<file path="src/rtl/delayseq_pkg.sv">
// Shared types and constants for the dead-time sequencer.
package delayseq_pkg;

   typedef enum logic [2:0] {
      st_off,
      st_dt_h,
      st_hs_on,
      st_dt_l,
      st_ls_on,
      st_fault
   } state_e;

   localparam int unsigned CNT_W_DEF = 6;
   // Floor applied to zero config values; also the "last cycle" count value.
   localparam int unsigned MIN_CNT   = 1;

endpackage

</file>
<file path="src/rtl/delayseq_cnt.sv">
// Loadable saturating down-counter; zero_nxt flags the cycle whose decrement ends the count.
module delayseq_cnt
   import delayseq_pkg::*;
#(
   parameter int unsigned CNT_W = CNT_W_DEF
) (
   input  logic             clk,
   input  logic             rst_n,
   input  logic             ld,
   input  logic             dec,
   input  logic [CNT_W-1:0] ld_val,
   output logic             zero_nxt
);

   logic [CNT_W-1:0] cnt_q;

   always_ff @(posedge clk or negedge rst_n) begin
      if (!rst_n) begin
         cnt_q <= '0;
      end else if (ld) begin
         cnt_q <= ld_val;
      end else if (dec && (cnt_q != '0)) begin
         cnt_q <= cnt_q - 1'b1;
      end
   end

   // A count loaded with N expires after exactly N cycles in the owning state.
   assign zero_nxt = (cnt_q <= CNT_W'(MIN_CNT));

endmodule

</file>
<file path="src/rtl/delayseq_deadtime_ctrl.sv">
// Non-overlapping high/low-side gate enable sequencer with dead time, blanking and fault shutdown.
module delayseq_deadtime_ctrl
   import delayseq_pkg::*;
#(
   parameter int unsigned CNT_W     = CNT_W_DEF,
   parameter int unsigned DT_RST    = 2,
   parameter int unsigned BLANK_RST = 4
) (
   input  logic             CELCLK,
   input  logic             CELRSTN,
   input  logic             pwm_i,
   input  logic [CNT_W-1:0] dt_cfg,
   input  logic [CNT_W-1:0] blank_cfg,
   input  logic             cfg_ld,
   input  logic             fault_i,
   input  logic             fault_clr,
   output logic             hs_en,
   output logic             ls_en,
   output logic             busy,
   output logic             fault_o
);

   function automatic logic [CNT_W-1:0] floor_cnt(input logic [CNT_W-1:0] v);
      return (v == '0) ? CNT_W'(MIN_CNT) : v;
   endfunction

   logic             pwm_m, pwm_s;
   logic [1:0]       sync_vld;
   logic [CNT_W-1:0] dt_r, blank_r, dt_nxt, blank_nxt;
   state_e           state_q, state_d;
   logic             dt_ld, dt_dec, dt_zero;
   logic             bl_ld, bl_dec, bl_zero;

   // sync_vld keeps OFF from deciding on pwm_s before the synchronizer has filled.
   always_ff @(posedge CELCLK or negedge CELRSTN) begin
      if (!CELRSTN) begin
         pwm_m    <= 1'b0;
         pwm_s    <= 1'b0;
         sync_vld <= 2'b00;
      end else begin
         pwm_m    <= pwm_i;
         pwm_s    <= pwm_m;
         sync_vld <= {sync_vld[0], 1'b1};
      end
   end

   assign dt_nxt    = cfg_ld ? floor_cnt(dt_cfg) : dt_r;
   assign blank_nxt = cfg_ld ? floor_cnt(blank_cfg) : blank_r;

   always_ff @(posedge CELCLK or negedge CELRSTN) begin
      if (!CELRSTN) begin
         dt_r    <= CNT_W'(DT_RST);
         blank_r <= CNT_W'(BLANK_RST);
      end else begin
         dt_r    <= dt_nxt;
         blank_r <= blank_nxt;
      end
   end

   always_comb begin
      state_d = state_q;
      unique case (state_q)
         st_off:   if (sync_vld[1]) state_d = pwm_s ? st_dt_h : st_ls_on;
         st_dt_h:  if (dt_zero) state_d = st_hs_on;
         st_hs_on: if (!pwm_s && bl_zero) state_d = st_dt_l;
         st_dt_l:  if (dt_zero) state_d = st_ls_on;
         st_ls_on: if (pwm_s) state_d = st_dt_h;
         st_fault: if (fault_clr) state_d = st_off;
         default:  state_d = st_off;
      endcase
      if (fault_i) begin
         state_d = st_fault;
      end
   end

   assign dt_ld  = (state_d != state_q) && ((state_d == st_dt_h) || (state_d == st_dt_l));
   assign bl_ld  = (state_d == st_hs_on) && (state_q != st_hs_on);
   assign dt_dec = (state_q == st_dt_h) || (state_q == st_dt_l);
   assign bl_dec = (state_q == st_hs_on);

   delayseq_cnt #(
      .CNT_W (CNT_W)
   ) u_dt_cnt (
      .clk      (CELCLK),
      .rst_n    (CELRSTN),
      .ld       (dt_ld),
      .dec      (dt_dec),
      .ld_val   (dt_nxt),
      .zero_nxt (dt_zero)
   );

   delayseq_cnt #(
      .CNT_W (CNT_W)
   ) u_blank_cnt (
      .clk      (CELCLK),
      .rst_n    (CELRSTN),
      .ld       (bl_ld),
      .dec      (bl_dec),
      .ld_val   (blank_nxt),
      .zero_nxt (bl_zero)
   );

   // Outputs decode the next state so they change on the same edge as the state.
   always_ff @(posedge CELCLK or negedge CELRSTN) begin
      if (!CELRSTN) begin
         state_q <= st_off;
         hs_en   <= 1'b0;
         ls_en   <= 1'b0;
         busy    <= 1'b0;
         fault_o <= 1'b0;
      end else begin
         state_q <= state_d;
         hs_en   <= (state_d == st_hs_on);
         ls_en   <= (state_d == st_ls_on);
         busy    <= (state_d == st_dt_h) || (state_d == st_dt_l);
         fault_o <= (state_d == st_fault);
      end
   end

endmodule

</file>
<file path="config.mk">
export PLATFORM = sky130hd
export DESIGN_NAME = delayseq_deadtime_ctrl
export DESIGN_NICKNAME = d
export VERILOG_FILES = /design/src/rtl/delayseq_pkg.sv /design/src/rtl/delayseq_cnt.sv /design/src/rtl/delayseq_deadtime_ctrl.sv
export SDC_FILE = /design/constraint.sdc
export NUM_CORES = 1
export LEC_CHECK = 0
export BUFFER_PORTS_ARGS = -buffer_cell sky130_fd_sc_hd__buf_2
export CAP_MARGIN = 20
export CORE_MARGIN = 5
export CORE_UTILIZATION = 61
export CTS_CLUSTER_SIZE = 8
export DETAILED_ROUTE_END_ITERATION = 10
export PLACE_DENSITY = 0.92
export SYNTH_ARGS = -nofsm -noshare
export SYNTH_HDL_FRONTEND = slang
export SYNTH_HIERARCHICAL = 1
export SYNTH_SLANG_ARGS = --single-unit
</file>
<file path="constraint.sdc">
create_clock -name CELCLK -period 8 [get_ports CELCLK]
set_input_delay 0.8 -clock CELCLK [delete_from_list [all_inputs] [get_ports CELCLK]]
set_output_delay 0.8 -clock CELCLK [all_outputs]
set_load 0.01 [all_outputs]
</file>
After elaboration in Yosys (flattened, before gate mapping)
Cells that the tools add are included.
- input bits: 18
- word-level logic and storage cells: 60
- register bits: 35
- equal/unequal tests: 12
- reduce and logical (&&, ||, !) cells: 15
- add/sub/neg operators: 2
- multiplexer cells: 17
- $lt $le $gt $ge: 2
- operator list (cell ; count):
    $mux 6 ; 8
    $mux 3 ; 8
    $pmux 3 s6 ; 1
    $eq 3x2->1 const B ; 4
    $eq 3x3->1 const B ; 4
    $le 6x1->1 const B ; 2
    $logic_not 6->1 ; 2
    $reduce_bool 6->1 ; 2
    $sub 6x1->6 const B ; 2
    $eq 3x1->1 const B ; 2
    $logic_and 1x1->1 ; 5
    $reduce_bool 2->1 ; 2
    $logic_not 3->1 ; 1
    $ne 3x2->1 const B ; 1
    $ne 3x3->1 ; 1
    $logic_or 1x1->1 ; 2
    $logic_not 1->1 ; 1

Depth between registers and ports, before layout
- word-level depth: 9
- depth in mapped cells: 10
- gate-level depth less buffers: 10

By module
The synthesis kept the hierarchy.
- by module, submodules not included (module ; area an instance (um^2) ; times used ; cells an instance):
    delayseq_deadtime_ctrl ; 945.9 ; 1 ; 72
    delayseq_cnt ; 424.2 ; 2 ; 46

Worst setup path before layout
Ideal clock, no wire load.
- kind: reg2reg
- start point: reg u_blank_cnt.cnt_q[2]
- end point: reg u_dt_cnt.cnt_q[0]
- setup slack: 5.237 ns
- library setup time: 0.127 ns
- data arrival time: 2.635 ns
- stages on the path, launching flop included: 10
- cell sequence: dfrtp_1 clkbuf_1 nor4_2 o21a_1 and4bb_4 a211oi_4 nor4b_1 inv_1 nand4_1 nand3b_1
- word-level cells in the longest chain between the ends: 9
- RTL lines (element ; RTL line ; source):
    from (decl) ; delayseq_cnt.sv:15 ; logic [CNT_W-1:0] cnt_q;
    from (signal assigned) ; delayseq_cnt.sv:21 ; cnt_q <= ld_val;
    from (signal assigned) ; delayseq_cnt.sv:23 ; cnt_q <= cnt_q - 1'b1;
    $le 6x1->1 * ; delayseq_cnt.sv:28 ; assign zero_nxt = (cnt_q <= CNT_W'(MIN_CNT));
    via bl_zero ; delayseq_deadtime_ctrl.sv:32 ; logic bl_ld, bl_dec, bl_zero;
    $logic_and 1x1->1 * ; delayseq_deadtime_ctrl.sv:65 ; st_hs_on: if (!pwm_s && bl_zero) state_d = st_dt_l;
    $mux 3 * ; delayseq_deadtime_ctrl.sv:65 ;
    $pmux 3 s6 * ; delayseq_deadtime_ctrl.sv:62 ; unique case (state_q)
    $mux 3 * ; delayseq_deadtime_ctrl.sv:71 ; if (fault_i) begin
    $eq 3x1->1 / $eq 3x2->1 (equally long branches) ; delayseq_deadtime_ctrl.sv:76 ; assign dt_ld = (state_d != state_q) && ((state_d == st_dt_h) || (state_d == st_dt_l));
    $logic_or 1x1->1 ; delayseq_deadtime_ctrl.sv:76 ;
    $logic_and 1x1->1 * ; delayseq_deadtime_ctrl.sv:76 ;
    via dt_ld ; delayseq_deadtime_ctrl.sv:31 ; logic dt_ld, dt_dec, dt_zero;
    $mux 6 / $reduce_bool 2->1 (equally long branches) ; -- ;
    to (signal assigned) ; delayseq_cnt.sv:21 ;
    to (signal assigned) ; delayseq_cnt.sv:23 ;
    to (decl) ; delayseq_cnt.sv:15 ;
The timed path passes the listed nets; every way through them passes the cells marked *.
A chain may end at the register's enable or synchronous reset.

Final worst setup path
- start point: reg u_blank_cnt.cnt_q[2]
- end point: reg u_dt_cnt.cnt_q[3]
Same word-level chain as after synthesis.

==> impl_metrics.yaml <==
status:
  status: "finished, final reports clean"
hold_path:
  holdCritPathClass: "flip-flop to flip-flop"
setup_path:
  start_kind: "flip-flop"
  crit_path_end_kind: "flip-flop"
  critPathMaxFanout: 8
  crit_arrival_ps: 2780
  worstSetupPathType: "flip-flop to flip-flop"
  cp.required_ps: 8210
yosys:
  synth_ff_type: "dfrtp_1"
  syn_nets: 188
  mappedNetlistArea_sq_um: 1790
  synth_top_cell_area_share_pct: 46.0
  synth-seq-cells: 35
  synth.area.top_cells: "dfrtp_1 (46%), mux2_2 (6.3%), ha_1 (4.2%), a21oi_1 (3.6%), dfstp_2 (2.9%)"
  synth_cell_types: 43
  ys_seq_area_share_pct: 49.0
  avgSynthCellArea_sq_um: 10.9
  syn-instance-count: 164
  synth_common_cells: "dfrtp_1 (33), nor2_1 (14), a21oi_1 (13), inv_1 (10), mux2_2 (10)"
  synth-edff-count: 0
  yosysMostFrequentCell: "dfrtp_1"
  yosysTopAreaCell: "dfrtp_1"
  ys.warnings.count: 6
  ys_async_sr_fraction_pct: 100
sta:
  drv_slew: 0
  setup_viol: 0
  clock_skew_ps: 17.6
  timing.final.crit_period_ps: 2580
  rsz0062_at_grt: "no"
  max_freq_ghz: 0.388
  fin_crit_sh_pct: 32.2
  tightest_slew_ps: 748
  finalHoldViolations: 0
  final.setup.tns_ps: 0
  slew_headroom_pct: 50.2
floorplanning:
  die_y_um: 64.2
  start_util_pct: 64.5
  row_count: 19
  top_level_ports: 22
  die_area_sq_um: 4130
  die_w_um: 64.2
  core-area_sq_um: 2780
clock_tree:
  clk_pin_slew_ps: 100
  cts_sinks: 35
  cts_resized: 0
  post_cts_buffers: 0
  clockRootBuffer: "clkbuf_4"
  htree_levels: 2
  cts_buffers: 5
  cts_buffer_depth: 2
  ctsHoldBuffers: 0
  cts_tree: "done"
  clk_latency_ps: 350
global_routing:
  grt_max_degree: 36
  grt.overflow.total: 0
  antenna_found_initial: 0
  track_usage_pct: 19.4
  grt_pass1_vias: 1368
  grt_pass1_wl_um: 6290
routing:
  final_antenna_net_count: 0
  first_pass_iters: 4
  drt_iter0_drc: 87
  wl_per_cell_um: 15.9
  via_count: 1370
  routed_wl_um: 3520
  vias_per_cell: 6.17
  drc_errors: 0
finish:
  n_antenna_cell: 0
  drive_gt1_share_pct: 27.7
  stdcell_area_sq_um: 1990
  fillers: 209
  nets: 214
  area_growth_pct: 11.2
placed_design:
  dpl-instance-area_sq_um: 1930
  gp_congestion: 0.842
  portBuffers: 21
  place_hpwl_um: 2540
flow_run:
  maxCapViolCount: 0
power_and_ir_drop:
  ir_drop_mv: 0.194
  report.power.total_w: 0.000487
  power_density_nw_per_um2: 244
  p_leak_nw: 0.832
cell type report:
cell class	count	area (sq um)	share of cell area (%)
clock buffers	7	55.1	2.76
clock inverters	1	5.00	0.251
inverters	10	37.5	1.88
multi-input cells	115	862	43.2
flip-flops and latches	35	878	44.0
well taps	31	38.8	1.94
repair buffers	23	118	5.90
cell families after synthesis:
| group | count (synthesis) | share of synthesized area, % |
|---|---|---|
| AND/OR/NAND/NOR | 52 | 18.5 |
| AO/OA/AOI/OAI | 44 | 17.9 |
| flip-flops | 35 | 49.0 |
| buffers and inverters | 14 | 3.00 |
| multiplexers | 11 | 6.83 |
| adder cells (fa/ha/maj) | 6 | 4.18 |
| other | 1 | 0.209 |
| XOR/XNOR | 1 | 0.488 |
layer usage:
layer  wire, um  part of all wire [%]  vias up  GRT usage, %
met5          0                     0        -             0
met4         78                   2.2        0          8.91
met3        315                   8.9       12          7.01
met2       1660                    47       57          30.5
met1       1460                    42      640          23.7
li1           -                     -      661             -
worst paths after layout:
kind,startpoint,cells after the start,endpoint,slack [ps]
min in group asynchronous,CELRSTN,1,state_q[1]$_DFF_PN0_,510
max in group asynchronous,CELRSTN,1,pwm_s$_DFF_PN0_,7010
hold reg to reg,sync_vld[0]$_DFF_PN0_,0,sync_vld[1]$_DFF_PN0_,360
setup / recovery,u_blank_cnt/cnt_q[2]$_DFFE_PN0P_,9,u_dt_cnt/cnt_q[3]$_DFFE_PN0P_,5420
hold / removal,sync_vld[0]$_DFF_PN0_,0,sync_vld[1]$_DFF_PN0_,360
setup reg to reg,u_blank_cnt/cnt_q[2]$_DFFE_PN0P_,9,u_dt_cnt/cnt_q[3]$_DFFE_PN0P_,5420
placed cells by master (no fill, tap or decap), types with 2 or more instances in the layout:
cell type	instances
o21a_1	2
inv_1	10
a311o_1	2
ha_1	6
buf_2	21
a2111oi_0	2
o31ai_1	2
o41ai_1	2
a211o_1	2
nand4_1	2
a2111o_1	2
dfrtp_1	33
a31oi_1	6
a21oi_1	13
nor2_1	14
nor3_1	6
nor4_2	2
mux2_2	10
nand2_1	7
nand3b_1	4
o2111ai_1	2
clkbuf_4	5
o21ai_0	4
nor3b_1	4
or4b_1	2
a2bb2oi_1	2
or3b_4	2
dfstp_2	2
state kept, by name, indices dropped and copies added, names as in the netlist, 2 cells and up:
name               count
dt_r                   6
sync_vld               2
blank_r                6
u_dt_cnt/cnt_q         6
state_q                3
u_blank_cnt/cnt_q      6
worst max-delay path, stage by stage, from the launching register on:
cell and delay [ps]:
dfrtp_1 480, nor4_2 600, o21a_1 210, and4bb_4 250, a211oi_4 60, nor4b_1 300
buf_4 210, inv_1 130, nor2_1 150, a31oi_1 70
per-stage QoR:
stage               instances  setup WS, ps  util (%)  hold WS [ps]
finish                    222          5420      71.7           358
global route              222          5240      71.7           378
CTS                       221          5110      71.5           361
detailed placement        213          5130      69.4           339
global placement          213          5360      69.4           336
floorplan                 164          5240         -           331
where the power goes:
group / leakage (nW) / total, W / internal, W / switching (W)
clock: 0.0353 / 0.0000989 / 0.0000425 / 0.0000563
sequential: 0.404 / 0.000254 / 0.000212 / 0.0000419
combinational: 0.392 / 0.000134 / 0.0000598 / 0.0000743
total: 0.832 / 0.000487 / 0.000315 / 0.000173
Note: power is estimated with default switching activity, not from simulation.
